==> src/rtl/vga_timing_gen.sv <==
// 640x480@60 VGA timing generator: registered coordinates, blank, syncs, markers.
// Optional VGA_SYNC_ALIGN_EN delays hs/vs one clock to line up with colour regs.
module vga_timing_gen #(
  parameter int H_VISIBLE = 640,
  parameter int H_FRONT   = 16,
  parameter int H_SYNC    = 96,
  parameter int H_BACK    = 48,
  parameter int V_VISIBLE = 480,
  parameter int V_FRONT   = 10,
  parameter int V_SYNC    = 2,
  parameter int V_BACK    = 33
) (
  input  logic       vga_clk,
  input  logic       reset_n,
  output logic [9:0] DrawX,
  output logic [9:0] DrawY,
  output logic       blank,
  output logic       hs,
  output logic       vs,
  output logic       line_start,
  output logic       frame_start,
  output logic [7:0] frame_count
);

  localparam int H_TOTAL = H_VISIBLE + H_FRONT + H_SYNC + H_BACK;
  localparam int V_TOTAL = V_VISIBLE + V_FRONT + V_SYNC + V_BACK;

  localparam logic [9:0] H_LAST = 10'(H_TOTAL - 1);
  localparam logic [9:0] V_LAST = 10'(V_TOTAL - 1);
  localparam logic [9:0] H_VIS  = 10'(H_VISIBLE);
  localparam logic [9:0] V_VIS  = 10'(V_VISIBLE);
  localparam logic [9:0] HS_BEG = 10'(H_VISIBLE + H_FRONT);
  localparam logic [9:0] HS_END = 10'(H_VISIBLE + H_FRONT + H_SYNC);
  localparam logic [9:0] VS_BEG = 10'(V_VISIBLE + V_FRONT);
  localparam logic [9:0] VS_END = 10'(V_VISIBLE + V_FRONT + V_SYNC);

  logic [9:0] hc;
  logic [9:0] vc;
  logic [7:0] frame_cnt_q;
  logic       hs_q;
  logic       vs_q;
  logic       blank_d;
  logic       hs_d;
  logic       vs_d;
  logic       origin;

  // Decode the current counter position
  always_comb begin
    blank_d = (hc < H_VIS) && (vc < V_VIS);
    hs_d    = !((hc >= HS_BEG) && (hc < HS_END));
    vs_d    = !((vc >= VS_BEG) && (vc < VS_END));
    origin  = (hc == 10'd0) && (vc == 10'd0);
  end

  // Free-running pixel and line counters
  always_ff @(posedge vga_clk or negedge reset_n) begin
    if (!reset_n) begin
      hc <= 10'd0;
      vc <= 10'd0;
    end else if (hc == H_LAST) begin
      hc <= 10'd0;
      vc <= (vc == V_LAST) ? 10'd0 : vc + 10'd1;
    end else begin
      hc <= hc + 10'd1;
    end
  end

  // Single output register stage, all outputs coherent
  always_ff @(posedge vga_clk or negedge reset_n) begin
    if (!reset_n) begin
      DrawX       <= 10'd0;
      DrawY       <= 10'd0;
      blank       <= 1'b0;
      hs_q        <= 1'b1;
      vs_q        <= 1'b1;
      line_start  <= 1'b0;
      frame_start <= 1'b0;
      frame_cnt_q <= 8'd0;
    end else begin
      DrawX       <= hc;
      DrawY       <= vc;
      blank       <= blank_d;
      hs_q        <= hs_d;
      vs_q        <= vs_d;
      line_start  <= (hc == 10'd0);
      frame_start <= origin;
      frame_cnt_q <= frame_cnt_q + {7'd0, origin};
    end
  end

  assign frame_count = frame_cnt_q;

`ifdef VGA_SYNC_ALIGN_EN
  logic hs_dly;
  logic vs_dly;

  // Extra sync stage to match downstream colour register latency
  always_ff @(posedge vga_clk or negedge reset_n) begin
    if (!reset_n) begin
      hs_dly <= 1'b1;
      vs_dly <= 1'b1;
    end else begin
      hs_dly <= hs_q;
      vs_dly <= vs_q;
    end
  end

  assign hs = hs_dly;
  assign vs = vs_dly;
`else
  assign hs = hs_q;
  assign vs = vs_q;
`endif

endmodule

==> config.mk <==
export PLATFORM = sky130hd
export DESIGN_NAME = vga_timing_gen
export DESIGN_NICKNAME = d
export VERILOG_FILES = /design/src/rtl/vga_timing_gen.sv
export SDC_FILE = /design/constraint.sdc
export NUM_CORES = 1
export LEC_CHECK = 0
export BUFFER_PORTS_ARGS = -buffer_cell sky130_fd_sc_hd__buf_2
export CORE_ASPECT_RATIO = 1.25
export CORE_MARGIN = 2
export CORE_UTILIZATION = 42
export CTS_CLUSTER_SIZE = 28
export DETAILED_ROUTE_END_ITERATION = 6
export GPL_TIMING_DRIVEN = 0
export RECOVER_POWER = 100
export SLEW_MARGIN = 20
export SYNTH_ARGS = -nofsm -noshare
export SYNTH_HDL_FRONTEND = slang
export SYNTH_SLANG_ARGS = --single-unit
==> constraint.sdc <==
create_clock -name vga_clk -period 2.7 [get_ports vga_clk]
set_input_delay 0.135 -clock vga_clk [delete_from_list [all_inputs] [get_ports vga_clk]]
set_output_delay 0.135 -clock vga_clk [all_outputs]
set_load 0.05 [all_outputs]
==> run_results.csv, run 1 <==
group,metric,value,unit
floorplan,dieArea,5480,µm²
synth,synth_area_leaders,"dfrtp_1 (62%), nand3_1 (4.1%), xnor2_1 (3.8%), ha_1 (3.6%), xor2_1 (3.0%)",
grt,grt_overflow_total,0,
cts,cts_tree,"done",
sta,final.setup_skew,0.00305,ns
synth,synth_most_common_cell,"dfrtp_1",
sta,hold_viol_final,0,
power,leakage,1.07,nW
grt,antenna_found_initial,0,
cts,insertion_delay,0.30,ns
cts,post_cts_buffers,0,
placement,post-place-ws,0.321,ns
sta,tns,0,ns
sta,maxSlewViolCount,0,
critical_path,crit_fanout,6,
synth,synth_ff_type,"dfrtp_1",
synth,syn_nets,169,
layout,final_core_util,48.8,%
sta,fmax,422,MHz
critical_path,start_kind,"flop",
sta,finalWorstSetupSlack,0.329,ns
synth,async_reset_ff_share,100,%
cts,cts_inserted_buffers,5,
layout,area_delta_synth_final,12.2,%
flow_run,max_cap_viol_count,0,
floorplan,start_util,43.5,%
grt,first_global_vias,1347,
power,p_sw,0.253,mW
synth,ys_top_cells_by_count,"dfrtp_1 (51), nand3_1 (17), nor2_1 (9), xnor2_1 (9)",
grt,grt_pass1_wl,6.03,mm
drt,drt-total-wl,3.61,mm
placement,dp_hpwl,2.55,mm
power,p_seq_share,64.7,%
power,internal_power,0.974,mW
power,power_density,531,nW/µm²
floorplan,coreArea,4730,µm²
synth,synth.distinct_cells,38,
synth,ys_ff_latch,53,
synth,synth_top_area_cell,"dfrtp_1",
floorplan,std_cell_rows,28,
critical_path,required,2.89,ns
synth,synthCells,161,
status,outcome,"finished clean",
drt,drt-initial-drc-count,58,
sta,min_period,2.37,ns
cts,clk_path_buf_depth,2,
floorplan,io_pins,35,
layout,drive_gt1_share,6.37,%
placement,gp_congestion,0.720,
layout,n_fill_cell,468,
synth,yosysSeqAreaShare,64.6,%
critical_path,critPathCaptureType,"flop",
placement,dpl.cell_count,255,
drt,dr.pass1.iters,4,
power,combinationalPowerShare,1.3,%
power,irDropWorstVdd,266,µV
critical_path,r2r_slack,0.33,ns
floorplan,die_h,82.3,µm
sta,relSlewSlack,17.4,%
cts,clk_pin_slew,0.09,ns
drt,drc,0,
drt,drt-wirelength-per-cell,13.7,µm
cts,root_buffer,"clkbuf_8",
layout,antenna_cells,0,
drt,avgViaCountPerCell,5.14,
floorplan,die_w,66.6,µm
placement,port_buffers,34,
power,total_power,1.23,mW
layout,final_net_count,211,
sta,tightest_slew,1.24,ns
grt,grt_max_degree,54,
synth,synth_edf_count,0,
critical_path,cp.arrival,2.56,ns
drt,via_count,1358,
sta,setup_viol,0,
power,clock_power_share,34.1,%
power,swShare,20.6,%
critical_path,crit_type,"reg2reg",
drt,ant_nets,0,
cts,htree_levels,2,
sta,rsz0062_at_grt,"false",
cts,clock-sinks,53,
sta,fin_crit_sh,87.8,%
synth,synth_top_area_share,62.0,%
synth,yosysWarnings,0,
layout,instances_no_fill,264,
worst_hold_path,hold_class,"reg2reg",
synth,postSynthAreaPerCell,12.8,µm²
synth,netlist_area,2060,µm²
grt,track_usage,14.8,%
power by group through the flow:
stage / combinational [mW] / clock, mW / sequential (mW)
6_report: 0.0156 / 0.418 / 0.793
5_1_grt: 0.0192 / 0.477 / 0.793
4_1_cts: 0.0160 / 0.439 / 0.793
3_5_place_dp: 0.0161 / 0 / 0.809
3_3_place_gp: 0.0155 / 0 / 0.809
2_1_floorplan: 0.000000320 / 0 / 0.809
cells by family after synthesis:
logic type / count (synthesis) / synth area share (%)
and+or+nand+nor: 65 / 19.4
xor gates and xnor gates: 16 / 6.81
DFF: 53 / 64.6
buffers and inverters: 9 / 1.88
AOI/OAI and AO/OA: 12 / 3.71
adders and majority gates: 6 / 3.65
layer usage:
metal	vias to the layer above	part of all wire, %	wire length, µm	global-route usage, %
met1	676	41	1480	16.1
met4	0	2.3	82	7.14
met3	9	5.0	179	3.66
met2	36	52	1870	26.6
met5	-	0	0	0
li1	637	-	-	-
per-stage QoR:
step / area [µm²] / hold WS, ns
2_1_floorplan: 2060 / -0.161
3_3_place_gp: 2300 / 0.360
3_5_place_dp: 2300 / 0.368
4_1_cts: 2390 / 0.0853
5_1_grt: 2310 / 0.404
6_report: 2310 / 0.385
state kept, by name (all words and copies together) (netlist names):
| name | flops |
|---|---|
| DrawX | 10 |
| DrawY | 10 |
| hc | 10 |
| vc | 10 |
| frame_count | 8 |
| blank | 1 |
| frame_start | 1 |
| hs | 1 |
| line_start | 1 |
| vs | 1 |
cell usage in the layout (no fill, tap or decap), types with 2 or more instances in the layout:
cell type,instances
a31oi_1,2
and2_0,2
and3_1,7
clkbuf_1,35
clkbuf_8,5
clkinv_2,2
dfrtp_1,51
dfstp_2,2
ha_1,6
inv_1,6
nand2_1,7
nand3_1,17
nand4_1,2
nor2_1,9
nor2b_1,2
nor3_1,5
nor4_1,3
nor4b_1,2
o21ai_0,3
or3_1,2
xnor2_1,9
xor2_1,7
worst max-delay path, stage by stage (launching register included):
cell and delay (ns):
dfrtp_1 0.44, inv_1 0.08, ha_1 0.14, nor4b_1 0.25, and3_1 0.24, and4_1 0.22
ha_1 0.20, and3_1 0.16, nand3_1 0.13, or2_0 0.27, xnor2_1 0.13
repair_timing:
item,in CTS,in global routing
hold buffers,0,1
gates resized for setup,0,0
hold endpoints to repair,0,51
setup endpoints to repair,0,0
final timing paths:
check / from / end / cells past startpoint
setup / recovery: hc[0]$_DFF_PN0_ / frame_count[7]$_DFF_PN0_ / 10
hold / removal: hc[2]$_DFF_PN0_ / DrawX[2]$_DFF_PN0_ / 0
setup reg to reg: hc[0]$_DFF_PN0_ / frame_count[7]$_DFF_PN0_ / 10
hold reg to reg: hc[2]$_DFF_PN0_ / DrawX[2]$_DFF_PN0_ / 0
max in group asynchronous: reset_n / DrawY[2]$_DFF_PN0_ / 2
min in group asynchronous: reset_n / frame_count[4]$_DFF_PN0_ / 2
final cells by class:
cell class | count | area, µm² | share of cell area (%)
tap | 60 | 75.1 | 3.25
multi-input combinational | 99 | 644 | 27.9
sequential | 53 | 1330 | 57.6
inverter | 6 | 22.5 | 0.976
buffer | 3 | 12.5 | 0.542
timing repair buffer | 35 | 139 | 6.02
clock inverter | 3 | 17.5 | 0.759
clock buffer | 5 | 68.8 | 2.98
(Power assumes the default switching activity.)
==> inputs of run 2 (changes only) <==
- CORE_UTILIZATION: 42 -> 54
- PLACE_DENSITY: not set -> 0.77
==> run 2 against run 1 <==
Against the previous run:
- global-route usage is 4.6 points higher
- clock power increased by 26%
- clock skew increased by 0.0011 ns
- design area increased by 0.16%
- critical endpoint unchanged
- sequential share of layout area is 0.094 points lower
- hold slack lost 0.0082 ns
- non-clock buffer count stayed put
- largest cell class unchanged
- critical path depth unchanged
- sequential power about the same
- count of clock-buffer cells in the layout unchanged
- routed wire length down 0.14%
- critical path type unchanged
==> run_results.csv, run 2 (synthesis results as in run 1) <==
group,metric,value,unit
sta,fmax,425,MHz
placement,gp_congestion,0.808,
placement,post-place-ws,0.402,ns
grt,busiest_layer,"met2",
critical_path,start_kind,"flop",
drt,via_count,1341,
cts,post_cts_resized,0,
sta,fin_crit_sh,87.0,%
cts,clk_path_buf_depth,2,
cts,cts_inserted_buffers,5,
power,power_density,578,nW/µm²
layout,final_core_util,62.1,%
layout,final_cell_mix,"dfrtp_1 (51), clkbuf_1 (35), nand3_1 (17)",
grt,grt_overflow_total,0,
grt,first_global_vias,1361,
layout,antenna_cells,0,
layout,layout_commonest_cell,"dfrtp_1",
sta,hold_viol_final,0,
critical_path,cp.arrival,2.54,ns
cts,htree_levels,2,
critical_path,slowest_stage,"dfrtp_1",
sta,finalWorstSetupSlack,0.350,ns
sta,maxSlewViolCount,0,
power,swShare,19.8,%
worst_hold_path,hold_class,"reg2reg",
floorplan,coreArea,3720,µm²
grt,use_met3,4.79,%
grt,met1_usage,22.6,%
critical_path,required,2.89,ns
critical_path,crit_type,"reg2reg",
layout,n_fill_cell,328,
sta,final.setup_skew,0.00419,ns
drt,drt-initial-drc-count,63,
floorplan,die_w,59.2,µm
drt,drt-wirelength-per-cell,14.8,µm
layout,area_delta_synth_final,12.3,%
layout,instances_no_fill,244,
power,clock_power_share,39.5,%
cts,post_cts_buffers,0,
flow_run,max_cap_viol_count,0,
placement,dpl.cell_count,235,
cts,cts_tree,"done",
layout,final_net_count,211,
grt,grt_max_degree,54,
grt,antenna_found_initial,0,
power,p_sw,0.265,mW
power,internal_power,1.07,mW
sta,tightest_slew,1.25,ns
floorplan,start_util,55.3,%
sta,relSlewSlack,16.7,%
grt,grt.met2_usage,32.4,%
power,combinationalPowerShare,1.2,%
placement,port_buffers,34,
cts,clock-sinks,53,
sta,rsz0062_at_grt,"false",
power,leakage,1.08,nW
floorplan,dieArea,4320,µm²
grt,track_usage,19.4,%
critical_path,slowest_delay,0.45,ns
cts,insertion_delay,0.30,ns
critical_path,crit_fanout,6,
critical_path,critPathCaptureType,"flop",
drt,ant_nets,0,
sta,tns,0,ns
drt,drc,0,
cts,root_buffer,"clkbuf_8",
sta,min_period,2.35,ns
cts,clk_pin_slew,0.09,ns
power,total_power,1.34,mW
floorplan,io_pins,35,
sta,setup_viol,0,
power,irDropWorstVdd,380,µV
floorplan,die_h,73.0,µm
critical_path,path_cells,"inv_1 > ha_1 > nor4b_1 > and3_1 > and4_1 > ha_1 > and3_1 > nand3_1 > or2_0 > xnor2_1",
floorplan,std_cell_rows,25,
drt,drt-total-wl,3.60,mm
cts,cts_hold_buf,0,
layout,drive_gt1_share,6.37,%
power,p_seq_share,59.3,%
drt,avgViaCountPerCell,5.50,
drt,dr.pass1.iters,4,
placement,dp_hpwl,2.52,mm
grt,grt_pass1_wl,6.20,mm
status,outcome,"finished clean",
run 2: routing by layer:
| metal | vias up | wire length, µm |
|---|---|---|
| met5 | - | 0 |
| met4 | 0 | 87 |
| met3 | 6 | 122 |
| met2 | 30 | 1900 |
| met1 | 663 | 1500 |
| li1 | 642 | - |
run 2: cell type report:
class | count | area, µm² | share of cell area [%]
plain buffers | 3 | 12.5 | 0.541
clock buffers | 5 | 68.8 | 2.98
clock inverters | 3 | 46.3 | 2.00
inverters | 6 | 22.5 | 0.974
multi-input cells | 99 | 644 | 27.9
flip-flops and latches | 53 | 1330 | 57.5
well taps | 40 | 50.0 | 2.16
repair buffers | 35 | 139 | 6.01
run 2: worst paths after layout:
kind / from / end / slack [ns] / cells after the start
worst max register to register: hc[0]$_DFF_PN0_ / frame_count[7]$_DFF_PN0_ / 0.35 / 10
worst max-delay path: hc[0]$_DFF_PN0_ / frame_count[7]$_DFF_PN0_ / 0.35 / 10
worst min-delay path: vc[2]$_DFFE_PN0N_ / DrawY[2]$_DFF_PN0_ / 0.38 / 0
max in group asynchronous: reset_n / DrawX[2]$_DFF_PN0_ / 1.31 / 2
worst min register to register: vc[2]$_DFFE_PN0N_ / DrawY[2]$_DFF_PN0_ / 0.38 / 0
min in group asynchronous: reset_n / frame_count[4]$_DFF_PN0_ / 0.63 / 2
run 2: through the flow:
step / hold WS, ns / cell area, µm²
finish: 0.377 / 2310
global placement: 0.360 / 2280
global route: 0.386 / 2310
detailed placement: 0.359 / 2280
CTS: 0.0707 / 2390
floorplan: -0.161 / 2060
run 2: power by group through the flow:
stage | registers [mW] | logic [mW] | clock network [mW]
2_1_floorplan | 0.809 | 0.000000320 | 0
3_3_place_gp | 0.809 | 0.0150 | 0
3_5_place_dp | 0.809 | 0.0156 | 0
4_1_cts | 0.793 | 0.0156 | 0.538
5_1_grt | 0.793 | 0.0192 | 0.565
6_report | 0.793 | 0.0158 | 0.528
run 2: worst max-delay path, delay by kind of cell (launching register included):
kind	cells	cell delay, ns
xor gates and xnor gates	1	0.14
adders and majority gates	2	0.34
buffers and inverters	1	0.08
DFF	1	0.45
and+or+nand+nor	6	1.24
==> inputs of run 3 (changes only) <==
- ABC_AREA: not set -> 1
- CORE_UTILIZATION: 54 -> 55
- PLACE_DENSITY: 0.77 -> 0.78
==> run 3 against run 2 <==
Against the previous run:
- register-to-register slack improved by 0.05 ns
- fmax rose by 2.0%
- routed wire length grew 4.3%
- highest routed layer unchanged
- clock power rose by 4%
- sequential power about the same
- die area rose by 2.4%
- critical endpoint unchanged
- hold slack better by 0.022 ns
- via count increased by 14%
- sequential share of layout area decreased by 2.8 points
- critical path depth is 1 higher
==> run_results.csv, run 3 <==
group,metric,value,unit
status,outcome,"finished clean",
sta,final.setup_skew,0.00531,ns
cts,insertion_delay,0.30,ns
synth,synth_edf_count,0,
floorplan,start_util,57.3,%
grt,grt_pass1_wl,5.99,mm
floorplan,die_h,73.9,µm
synth,netlist_area,2150,µm²
drt,drt-wirelength-per-cell,12.7,µm
synth,ys_ff_latch,53,
grt,grt_max_degree,54,
critical_path,cp.arrival,2.50,ns
sta,min_period,2.30,ns
power,swShare,19.1,%
power,power_density,558,nW/µm²
sta,tightest_slew,1.22,ns
power,p_sw,0.259,mW
synth,synth_ff_type,"dfrtp_1",
placement,port_buffers,34,
cts,post_cts_buffers,0,
synth,yosysWarnings,0,
layout,antenna_cells,0,
power,irDropWorstVdd,284,µV
drt,avgViaCountPerCell,5.19,
drt,via_count,1530,
sta,setup_viol,0,
layout,n_fill_cell,309,
cts,cts_tree,"done",
sta,relSlewSlack,18.3,%
critical_path,start_kind,"flop",
flow_run,max_cap_viol_count,0,
cts,clk_path_buf_depth,2,
power,combinationalPowerShare,1.1,%
sta,fin_crit_sh,85.4,%
synth,postSynthAreaPerCell,10.1,µm²
floorplan,dieArea,4430,µm²
placement,gp_congestion,0.937,
critical_path,critPathCaptureType,"flop",
synth,ys_top_cells_by_count,"dfrtp_1 (51), nand2_1 (36), inv_1 (25), nor2_1 (25), nand3_1 (14)",
cts,root_buffer,"clkbuf_8",
floorplan,die_w,59.9,µm
synth,async_reset_ff_share,100,%
cts,htree_levels,2,
layout,multi_input_area,686,µm²
layout,layout_commonest_cell,"dfrtp_1",
power,internal_power,1.10,mW
synth,synth_area_leaders,"dfrtp_1 (59%), nand2_1 (6.3%), inv_1 (4.4%), nor2_1 (4.4%), ha_1 (3.5%)",
cts,clock-sinks,53,
layout,final_core_util,64.7,%
drt,ant_nets,0,
grt,grt_overflow_total,0,
critical_path,crit_type,"reg2reg",
cts,clk_pin_slew,0.09,ns
drt,drt-total-wl,3.76,mm
layout,area_delta_synth_final,13.0,%
power,p_seq_share,58.5,%
cts,cts_inserted_buffers,5,
sta,maxSlewViolCount,0,
synth,synth.distinct_cells,23,
layout,final_cell_mix,"dfrtp_1 (51), nand2_1 (37), clkbuf_1 (35)",
sta,fmax,434,MHz
layout,regArea,1330,µm²
layout,final_net_count,262,
grt,first_global_vias,1385,
layout,drive_gt1_share,4.71,%
sta,rsz0062_at_grt,"false",
sta,hold_viol_final,0,
worst_hold_path,hold_class,"reg2reg",
synth,synth_top_area_cell,"dfrtp_1",
grt,antenna_found_initial,0,
synth,synth_most_common_cell,"dfrtp_1",
drt,drc,0,
synth,syn_nets,220,
floorplan,std_cell_rows,25,
synth,synthCells,212,
power,leakage,1.18,nW
critical_path,crit_fanout,6,
placement,dp_hpwl,2.65,mm
floorplan,coreArea,3750,µm²
synth,synth_top_area_share,59.4,%
sta,tns,0,ns
drt,drt-initial-drc-count,57,
power,clock_power_share,40.3,%
critical_path,required,2.89,ns
grt,track_usage,18.1,%
drt,dr.pass1.iters,4,
floorplan,io_pins,35,
synth,yosysSeqAreaShare,61.8,%
[run 3: timing repair]
item                      in CTS  in global routing
hold endpoints to repair       0                 51
hold buffers                   0                  1
gates resized for setup        0                  0
[run 3: path summary, 6_finish.rpt]
| path | startpoint | endpoint | slack (ns) | depth (start not counted) |
|---|---|---|---|---|
| max | vc[0]$_DFFE_PN0N_ | frame_count[7]$_DFF_PN0_ | 0.40 | 11 |
| min | vc[2]$_DFFE_PN0N_ | DrawY[2]$_DFF_PN0_ | 0.40 | 0 |
| max reg2reg | vc[0]$_DFFE_PN0N_ | frame_count[7]$_DFF_PN0_ | 0.40 | 11 |
| min reg2reg | vc[2]$_DFFE_PN0N_ | DrawY[2]$_DFF_PN0_ | 0.40 | 0 |
| max in group asynchronous | reset_n | DrawY[5]$_DFF_PN0_ | 1.34 | 2 |
| min in group asynchronous | reset_n | DrawX[3]$_DFF_PN0_ | 0.62 | 2 |
[run 3: logic make-up (layout without fill, tap and decap cells)]
logic type | count (synthesis) | in the layout | share of synthesized area [%]
simple gates | 98 | 98 | 20.6
flops | 53 | 53 | 61.8
buf+inv | 28 | 71 | 5.47
compound gates | 15 | 15 | 3.72
xor+xnor | 12 | 12 | 4.89
fa+ha+maj | 6 | 6 | 3.49
[run 3: routing by layer]
metal / vias to the layer above / track usage (%) / part of all wire (%)
li1: 767 / - / -
met1: 721 / 22.1 / 45
met3: 4 / 4.40 / 4.3
met4: 0 / 8.15 / 1.7
met5: - / 0 / 0
met2: 38 / 30.1 / 49
[run 3: power groups by stage]
stage | Sequential, mW | Combinational (mW) | Clock, mW
finish | 0.793 | 0.0154 | 0.547
global placement | 0.809 | 0.0155 | 0
floorplan | 0.809 | 0.000000390 | 0
CTS | 0.793 | 0.0158 | 0.557
global route | 0.793 | 0.0191 | 0.592
detailed placement | 0.809 | 0.0159 | 0
[run 3: per-stage QoR]
step	setup slack [ns]	cell area, µm²	hold WS [ns]	power (mW)	cells
finish	0.395	2430	0.399	1.36	295
global route	0.105	2430	0.414	1.40	295
CTS	0.361	2490	0.0806	1.37	294
detailed placement	0.408	2370	0.369	0.825	286
global placement	0.431	2370	0.366	0.824	286
floorplan	0.720	2150	-0.161	0.809	212
[run 3: layout make-up]
cell class	instances	area share, %
flip-flops and latches	53	54.7
multi-input cells	131	28.2
repair buffers	35	5.72
inverters	25	3.86
clock buffers	6	3.40
well taps	40	2.06
clock inverters	2	1.54
plain buffers	3	0.515
[run 3: critical path: stages, from the launching register on]
cell and delay [ns]:
dfrtp_1 0.45, inv_1 0.15, ha_1 0.16, inv_1 0.05
nor2_1 0.08, nand3_1 0.08, nor4_1 0.40, ha_1 0.26
nand3_1 0.11, nor2_1 0.17, nand4_1 0.13, xnor2_1 0.15
